`src/rtl/dec_sel_if.sv`:
```
// Handshake/bus bundle between the select sequencer and its controller/consumer.
// DEC_SEL_ONEHOT_EN adds the registered onehot cross-check output.
interface dec_sel_if #(
  parameter int DWELL_W = 8
);
  logic               start;
  logic               stop;
  logic               mode;
  logic [DWELL_W-1:0] dwell;
  logic [7:0]         mask;
  logic [2:0]         sel;
  logic               sel_valid;
  logic               busy;
  logic               wrap;
  logic               done;
  logic               err;
`ifdef DEC_SEL_ONEHOT_EN
  logic [7:0]         onehot;

  modport master (
    output start, stop, mode, dwell, mask,
    input  sel, sel_valid, busy, wrap, done, err, onehot
  );

  modport slave (
    input  start, stop, mode, dwell, mask,
    output sel, sel_valid, busy, wrap, done, err, onehot
  );
`else
  modport master (
    output start, stop, mode, dwell, mask,
    input  sel, sel_valid, busy, wrap, done, err
  );

  modport slave (
    input  start, stop, mode, dwell, mask,
    output sel, sel_valid, busy, wrap, done, err
  );
`endif
endinterface

```
`src/rtl/dec_sel_sequencer.sv`:
```
// Steps a 3-bit decoder select through a latched mask, holding each value for dwell cycles.
// Latency start->sel_valid 1 cycle; all outputs registered. Optional DEC_SEL_ONEHOT_EN adds onehot.
module dec_sel_sequencer #(
  parameter int DWELL_W = 8,
  parameter int MASK_W  = 8
) (
  input  logic    clk,
  input  logic    rst_n,
  dec_sel_if.slave bus
);

  typedef enum logic {ST_IDLE, ST_RUN} state_t;

  state_t             state_q, state_d;
  logic [2:0]         sel_q, sel_d;
  logic               sel_valid_q, sel_valid_d;
  logic               busy_q, busy_d;
  logic               wrap_q, wrap_d;
  logic               done_q, done_d;
  logic               err_q, err_d;
  logic [MASK_W-1:0]  mask_q, mask_d;
  logic               mode_q, mode_d;
  logic [DWELL_W-1:0] reload_q, reload_d;
  logic [DWELL_W-1:0] cnt_q, cnt_d;
  logic [DWELL_W-1:0] in_reload;
  logic               hi_found;
  logic [2:0]         hi_sel;

  function automatic logic [2:0] lowest_bit(input logic [MASK_W-1:0] m);
    logic [2:0] r;
    r = '0;
    for (int i = MASK_W - 1; i >= 0; i--) begin
      if (m[i]) r = 3'(i);
    end
    return r;
  endfunction

  // Counter reload is eff_dwell-1, with a zero dwell treated as one cycle.
  assign in_reload = (bus.dwell == '0) ? '0 : bus.dwell - DWELL_W'(1);

  always_comb begin
    hi_found = 1'b0;
    hi_sel   = '0;
    for (int i = MASK_W - 1; i >= 0; i--) begin
      if (mask_q[i] && (i > int'(sel_q))) begin
        hi_found = 1'b1;
        hi_sel   = 3'(i);
      end
    end
  end

  always_comb begin
    state_d     = state_q;
    sel_d       = sel_q;
    sel_valid_d = sel_valid_q;
    busy_d      = busy_q;
    wrap_d      = 1'b0;
    done_d      = 1'b0;
    err_d       = 1'b0;
    mask_d      = mask_q;
    mode_d      = mode_q;
    reload_d    = reload_q;
    cnt_d       = cnt_q;
    case (state_q)
      ST_IDLE: begin
        if (bus.start && !bus.stop) begin
          if (bus.mask != '0) begin
            mask_d      = bus.mask;
            mode_d      = bus.mode;
            reload_d    = in_reload;
            cnt_d       = in_reload;
            sel_d       = lowest_bit(bus.mask);
            sel_valid_d = 1'b1;
            busy_d      = 1'b1;
            state_d     = ST_RUN;
          end else begin
            err_d = 1'b1;
          end
        end
      end
      ST_RUN: begin
        // stop outranks a coincident slot expiry, so no wrap/done on abort.
        if (bus.stop) begin
          state_d     = ST_IDLE;
          sel_d       = '0;
          sel_valid_d = 1'b0;
          busy_d      = 1'b0;
        end else if (cnt_q != '0) begin
          cnt_d = cnt_q - DWELL_W'(1);
        end else if (hi_found) begin
          sel_d = hi_sel;
          cnt_d = reload_q;
        end else if (!mode_q) begin
          sel_d  = lowest_bit(mask_q);
          wrap_d = 1'b1;
          cnt_d  = reload_q;
        end else begin
          state_d     = ST_IDLE;
          sel_d       = '0;
          sel_valid_d = 1'b0;
          busy_d      = 1'b0;
          done_d      = 1'b1;
        end
      end
      default: state_d = ST_IDLE;
    endcase
  end

  always_ff @(posedge clk or negedge rst_n) begin
    if (!rst_n) begin
      state_q     <= ST_IDLE;
      sel_q       <= '0;
      sel_valid_q <= 1'b0;
      busy_q      <= 1'b0;
      wrap_q      <= 1'b0;
      done_q      <= 1'b0;
      err_q       <= 1'b0;
      mask_q      <= '0;
      mode_q      <= 1'b0;
      reload_q    <= '0;
      cnt_q       <= '0;
    end else begin
      state_q     <= state_d;
      sel_q       <= sel_d;
      sel_valid_q <= sel_valid_d;
      busy_q      <= busy_d;
      wrap_q      <= wrap_d;
      done_q      <= done_d;
      err_q       <= err_d;
      mask_q      <= mask_d;
      mode_q      <= mode_d;
      reload_q    <= reload_d;
      cnt_q       <= cnt_d;
    end
  end

  assign bus.sel       = sel_q;
  assign bus.sel_valid = sel_valid_q;
  assign bus.busy      = busy_q;
  assign bus.wrap      = wrap_q;
  assign bus.done      = done_q;
  assign bus.err       = err_q;

`ifdef DEC_SEL_ONEHOT_EN
  logic [7:0] onehot_q, onehot_d;

  assign onehot_d = sel_valid_d ? (8'h01 << sel_d) : 8'h00;

  always_ff @(posedge clk or negedge rst_n) begin
    if (!rst_n) onehot_q <= 8'h00;
    else        onehot_q <= onehot_d;
  end

  assign bus.onehot = onehot_q;
`endif

endmodule

```
`src/flat_wrapper.sv`:
```
// flat-port wrapper written by rule: the top's interface ports become plain ports
module dec_sel_sequencer_flat 
#(
  parameter int DWELL_W = 8,
  parameter int MASK_W  = 8
)
  (clk, rst_n, bus_start, bus_stop, bus_mode, bus_dwell, bus_mask, bus_sel, bus_sel_valid, bus_busy, bus_wrap, bus_done, bus_err);
  dec_sel_if #(.DWELL_W(DWELL_W)) bus_i ();
  input  logic clk;
  input  logic rst_n;
  input wire logic [$bits(bus_i.start)-1:0] bus_start;
  input wire logic [$bits(bus_i.stop)-1:0] bus_stop;
  input wire logic [$bits(bus_i.mode)-1:0] bus_mode;
  input wire logic [$bits(bus_i.dwell)-1:0] bus_dwell;
  input wire logic [$bits(bus_i.mask)-1:0] bus_mask;
  output wire logic [$bits(bus_i.sel)-1:0] bus_sel;
  output wire logic [$bits(bus_i.sel_valid)-1:0] bus_sel_valid;
  output wire logic [$bits(bus_i.busy)-1:0] bus_busy;
  output wire logic [$bits(bus_i.wrap)-1:0] bus_wrap;
  output wire logic [$bits(bus_i.done)-1:0] bus_done;
  output wire logic [$bits(bus_i.err)-1:0] bus_err;
  assign bus_i.start = bus_start;
  assign bus_i.stop = bus_stop;
  assign bus_i.mode = bus_mode;
  assign bus_i.dwell = bus_dwell;
  assign bus_i.mask = bus_mask;
  assign bus_sel = bus_i.sel;
  assign bus_sel_valid = bus_i.sel_valid;
  assign bus_busy = bus_i.busy;
  assign bus_wrap = bus_i.wrap;
  assign bus_done = bus_i.done;
  assign bus_err = bus_i.err;
  dec_sel_sequencer #(.DWELL_W(DWELL_W), .MASK_W(MASK_W)) u_core (.clk(clk), .rst_n(rst_n), .bus(bus_i));
endmodule
```
`config.mk`:
```
export PLATFORM = sky130hd
export DESIGN_NAME = dec_sel_sequencer_flat
export DESIGN_NICKNAME = d
export VERILOG_FILES = /design/src/rtl/dec_sel_if.sv /design/src/rtl/dec_sel_sequencer.sv /design/src/flat_wrapper.sv
export SDC_FILE = /design/constraint.sdc
export NUM_CORES = 1
export LEC_CHECK = 0
export BUFFER_PORTS_ARGS = -buffer_cell sky130_fd_sc_hd__buf_2
export CORE_MARGIN = 1.5
export CORE_UTILIZATION = 28
export CTS_CLUSTER_DIAMETER = 50
export DETAILED_ROUTE_END_ITERATION = 8
export PLACE_DENSITY = 0.52
export SLEW_MARGIN = 20
export SYNTH_ARGS = -nofsm -noshare
export SYNTH_HDL_FRONTEND = slang
export SYNTH_SLANG_ARGS = --single-unit
```
`constraint.sdc`:
```
create_clock -name clk -period 2.4 [get_ports clk]
set_input_delay 0.12 -clock clk [delete_from_list [all_inputs] [get_ports clk]]
set_output_delay 0.12 -clock clk [all_outputs]
set_load 0.005 [all_outputs]
```
==> impl_metrics.yaml <==
status:
  status: "finished clean"
cells_and_area:
  nFillCells: 758
  fin_cells: 386
  nNetsFinal: 310
  diodes: 0
  final_cell_mix: "39 x nand2_1, 33 x dfrtp_1, 28 x buf_2"
  areaGrowthSynthToFinish_pct: 20.4
  mostFrequentLayoutCell: "nand2_1"
  drive_gt1_frac: 0.216
timing:
  max_slew_margin: 0.492
  rsz0062_at_grt: "no"
  setup_viol: 0
  fin_crit_sh: 0.924
  maxSlewViolCount: 0
  max_freq_ghz: 0.451
  tightest_slew_ns: 0.762
  tns_ns: 0
  timing.final.crit_period_ns: 2.22
  fin_skew_ns: 0.0112
  finalHoldViolations: 0
synthesis:
  synth.avg_cell_area_um2: 8.76
  synthesis.area_um2: 2150
  synth_area_leaders: "dfrtp_1 38%, nand2_1 6.8%, o21ai_0 4.2%"
  netlist-cell-type-count: 58
  synth-edff-count: 0
  netlist_instances: 245
  syn_nets: 269
  ys_ff_latch: 33
  synth_top_flop_cell: "dfrtp_1"
  yosysTopAreaCell: "dfrtp_1"
  yosysTopAreaCellShare: 0.385
  yosysWarnings: 0
  async_reset_ff_frac: 1.00
  ys_seq_area_frac: 0.385
grt:
  grt_usage: 0.144
  antenna_found_initial: 0
  overflow: 0
  grt_pass1_wl_um: 9470
  grt_pass1_vias: 1897
  grt_max_degree: 34
worst_setup_path:
  crit_family: "multiplexers"
  end_kind: "register"
  cp-start-kind: "register"
  reg2reg_depth: 8
  crit_fanout: 6
  cp_cell_sequence: "inv_1 > ha_1 > nor3b_1 > buf_4 > mux2_2 > a21oi_1 > o21ai_0 > mux2_4"
  arrival_ns: 2.39
  path_buf_inv: 2
  max_stage_delay_ns: 0.44
  cp.depth: 8
  crit_type: "register to register"
  cp_slowest_cell: "dfrtp_1"
  reg2reg_from: "u_core.cnt_q[0]"
  worst-endpoint-required_ns: 2.57
  startpoint: "u_core.cnt_q[0]"
clock_network:
  htreeDepth: 2
  clockBufferDepth: 2
  clkSinkCount: 33
  cts-root-buf: "clkbuf_8"
  cts_tree: "yes"
  cts_setup_buffers: 0
  clkLatencyLatePin_ns: 0.29
  cts-buffers-inserted: 5
  path_clk_slew_ns: 0.07
drt:
  drtPass1Iterations: 4
  remaining_drc_errors: 0
  ant_nets: 0
  wl_um: 5710
  num_vias: 1974
  drt_iter0_markers: 88
  vias_per_cell: 5.11
  wl_per_cell_um: 14.8
floorplan:
  ioPinCount: 29
  die_h_um: 90.6
  die-width_um: 90.6
  start_util: 0.293
  num_rows: 31
  coreArea_um2: 7330
  die-area_um2: 8200
min_path:
  hold_path_startpoint: "bus_mode"
  min_path_type: "input pin to register"
  min_path_cells: 3
place:
  port_buffers: 28
  dp.cells: 377
  dp_hpwl_um: 4400
  gp_congestion: 0.898
flow_run:
  cap_viol_max_count: 0
pwr:
  p_leak_uw: 0.00114
  vdd_ir_drop_max_uv: 361
  powerDensity_nw_per_um2: 871
==> Yosys cell counts, drive strengths merged, types with 2 or more instances <==
cell	n
a211oi	3
a21bo	2
a21boi	2
a21oi	17
a22o	3
a31oi	4
and3	3
buf	6
dfrtp	33
ha	3
inv	13
mux2	7
mux2i	4
nand2	39
nand2b	5
nand3	6
nor2	18
nor2b	4
nor3	8
nor3b	6
nor4	3
o21a	3
o21ai	21
o31ai	2
o32ai	3
or4	4
xnor2	3
xor2	2
==> worst paths after layout <==
check	to	slack (ns)
worst min register to register	u_core.reload_q[6]	0.49
min in group asynchronous	u_core.bus.sel[1]	0.44
max in group asynchronous	u_core.bus.wrap	1.46
worst max register to register	u_core.cnt_q[5]	0.18
worst max-delay path	u_core.cnt_q[5]	0.18
worst min-delay path	u_core.mode_q	0.03
==> stage by stage <==
| stage | total power (µW) | utilization | cell area (µm²) | hold slack, ns | setup slack (ns) |
|---|---|---|---|---|---|
| after floorplan | 1430 | - | 2150 | -0.176 | 0.233 |
| after global placement | 1710 | 0.335 | 2460 | 0.237 | 0.312 |
| after detailed placement | 1700 | 0.335 | 2460 | 0.232 | 0.237 |
| after CTS | 2260 | 0.353 | 2580 | 0.0315 | 0.208 |
| after global routing | 2400 | 0.353 | 2580 | 0.0381 | 0.0391 |
| final | 2250 | 0.353 | 2580 | 0.0339 | 0.182 |
==> worst register-to-register path: cells and delay by family, from the launching register on <==
kind | cells | cell delay, ns
muxes | 2 | 0.61
DFF | 1 | 0.44
buffers and inverters | 2 | 0.32
and+or+nand+nor | 1 | 0.31
AOI/OAI and AO/OA | 2 | 0.24
adders and majority gates | 1 | 0.20
==> registers in the layout (all words and copies together) (netlist names) <==
| register | flops |
|---|---|
| u_core.mode_q | 1 |
| u_core.bus.sel | 3 |
| u_core.cnt_q | 8 |
| u_core.bus.err | 1 |
| u_core.reload_q | 8 |
| u_core.bus.wrap | 1 |
| u_core.bus.done | 1 |
| u_core.state_q | 1 |
| u_core.mask_q | 8 |
| u_core.bus.sel_valid | 1 |
==> layout make-up <==
type	count	area, µm²	share of cell area
Multi-Input combinational cell	192	1230	0.476
Clock inverter	1	30.0	0.0116
Clock buffer	7	86.3	0.0334
Sequential cell	33	826	0.319
Timing Repair Buffer	41	240	0.0929
Inverter	13	48.8	0.0189
Tap cell	99	124	0.0479
==> repair_timing <==
item / CTS / global route
hold endpoints to repair: 33 / 0
hold buffers: 1 / 0
gates resized for setup: 0 / 0
==> cell families after synthesis <==
| group | Yosys count | synth area share |
|---|---|---|
| xor+xnor | 5 | 0.0204 |
| compound gates | 74 | 0.237 |
| mux | 11 | 0.0624 |
| simple gates | 99 | 0.235 |
| buf+inv | 20 | 0.0425 |
| fa+ha+maj | 3 | 0.0175 |
| flops | 33 | 0.385 |
==> routing by layer <==
layer | vias to the layer above | track usage | routed length (µm)
met3 | 5 | 0.0227 | 250
met4 | 0 | 0.0437 | 48
met2 | 57 | 0.207 | 2400
met1 | 940 | 0.218 | 3010
li1 | 972 | - | -
met5 | - | 0 | 0
==> power breakdown <==
part	leakage (µW)	switching (µW)	total, µW	internal [µW]
clock network	0.0000585	206	544	338
logic	0.000674	426	827	401
registers	0.000408	193	881	689
total	0.00114	825	2250	1430
(Power assumes the default switching activity.)
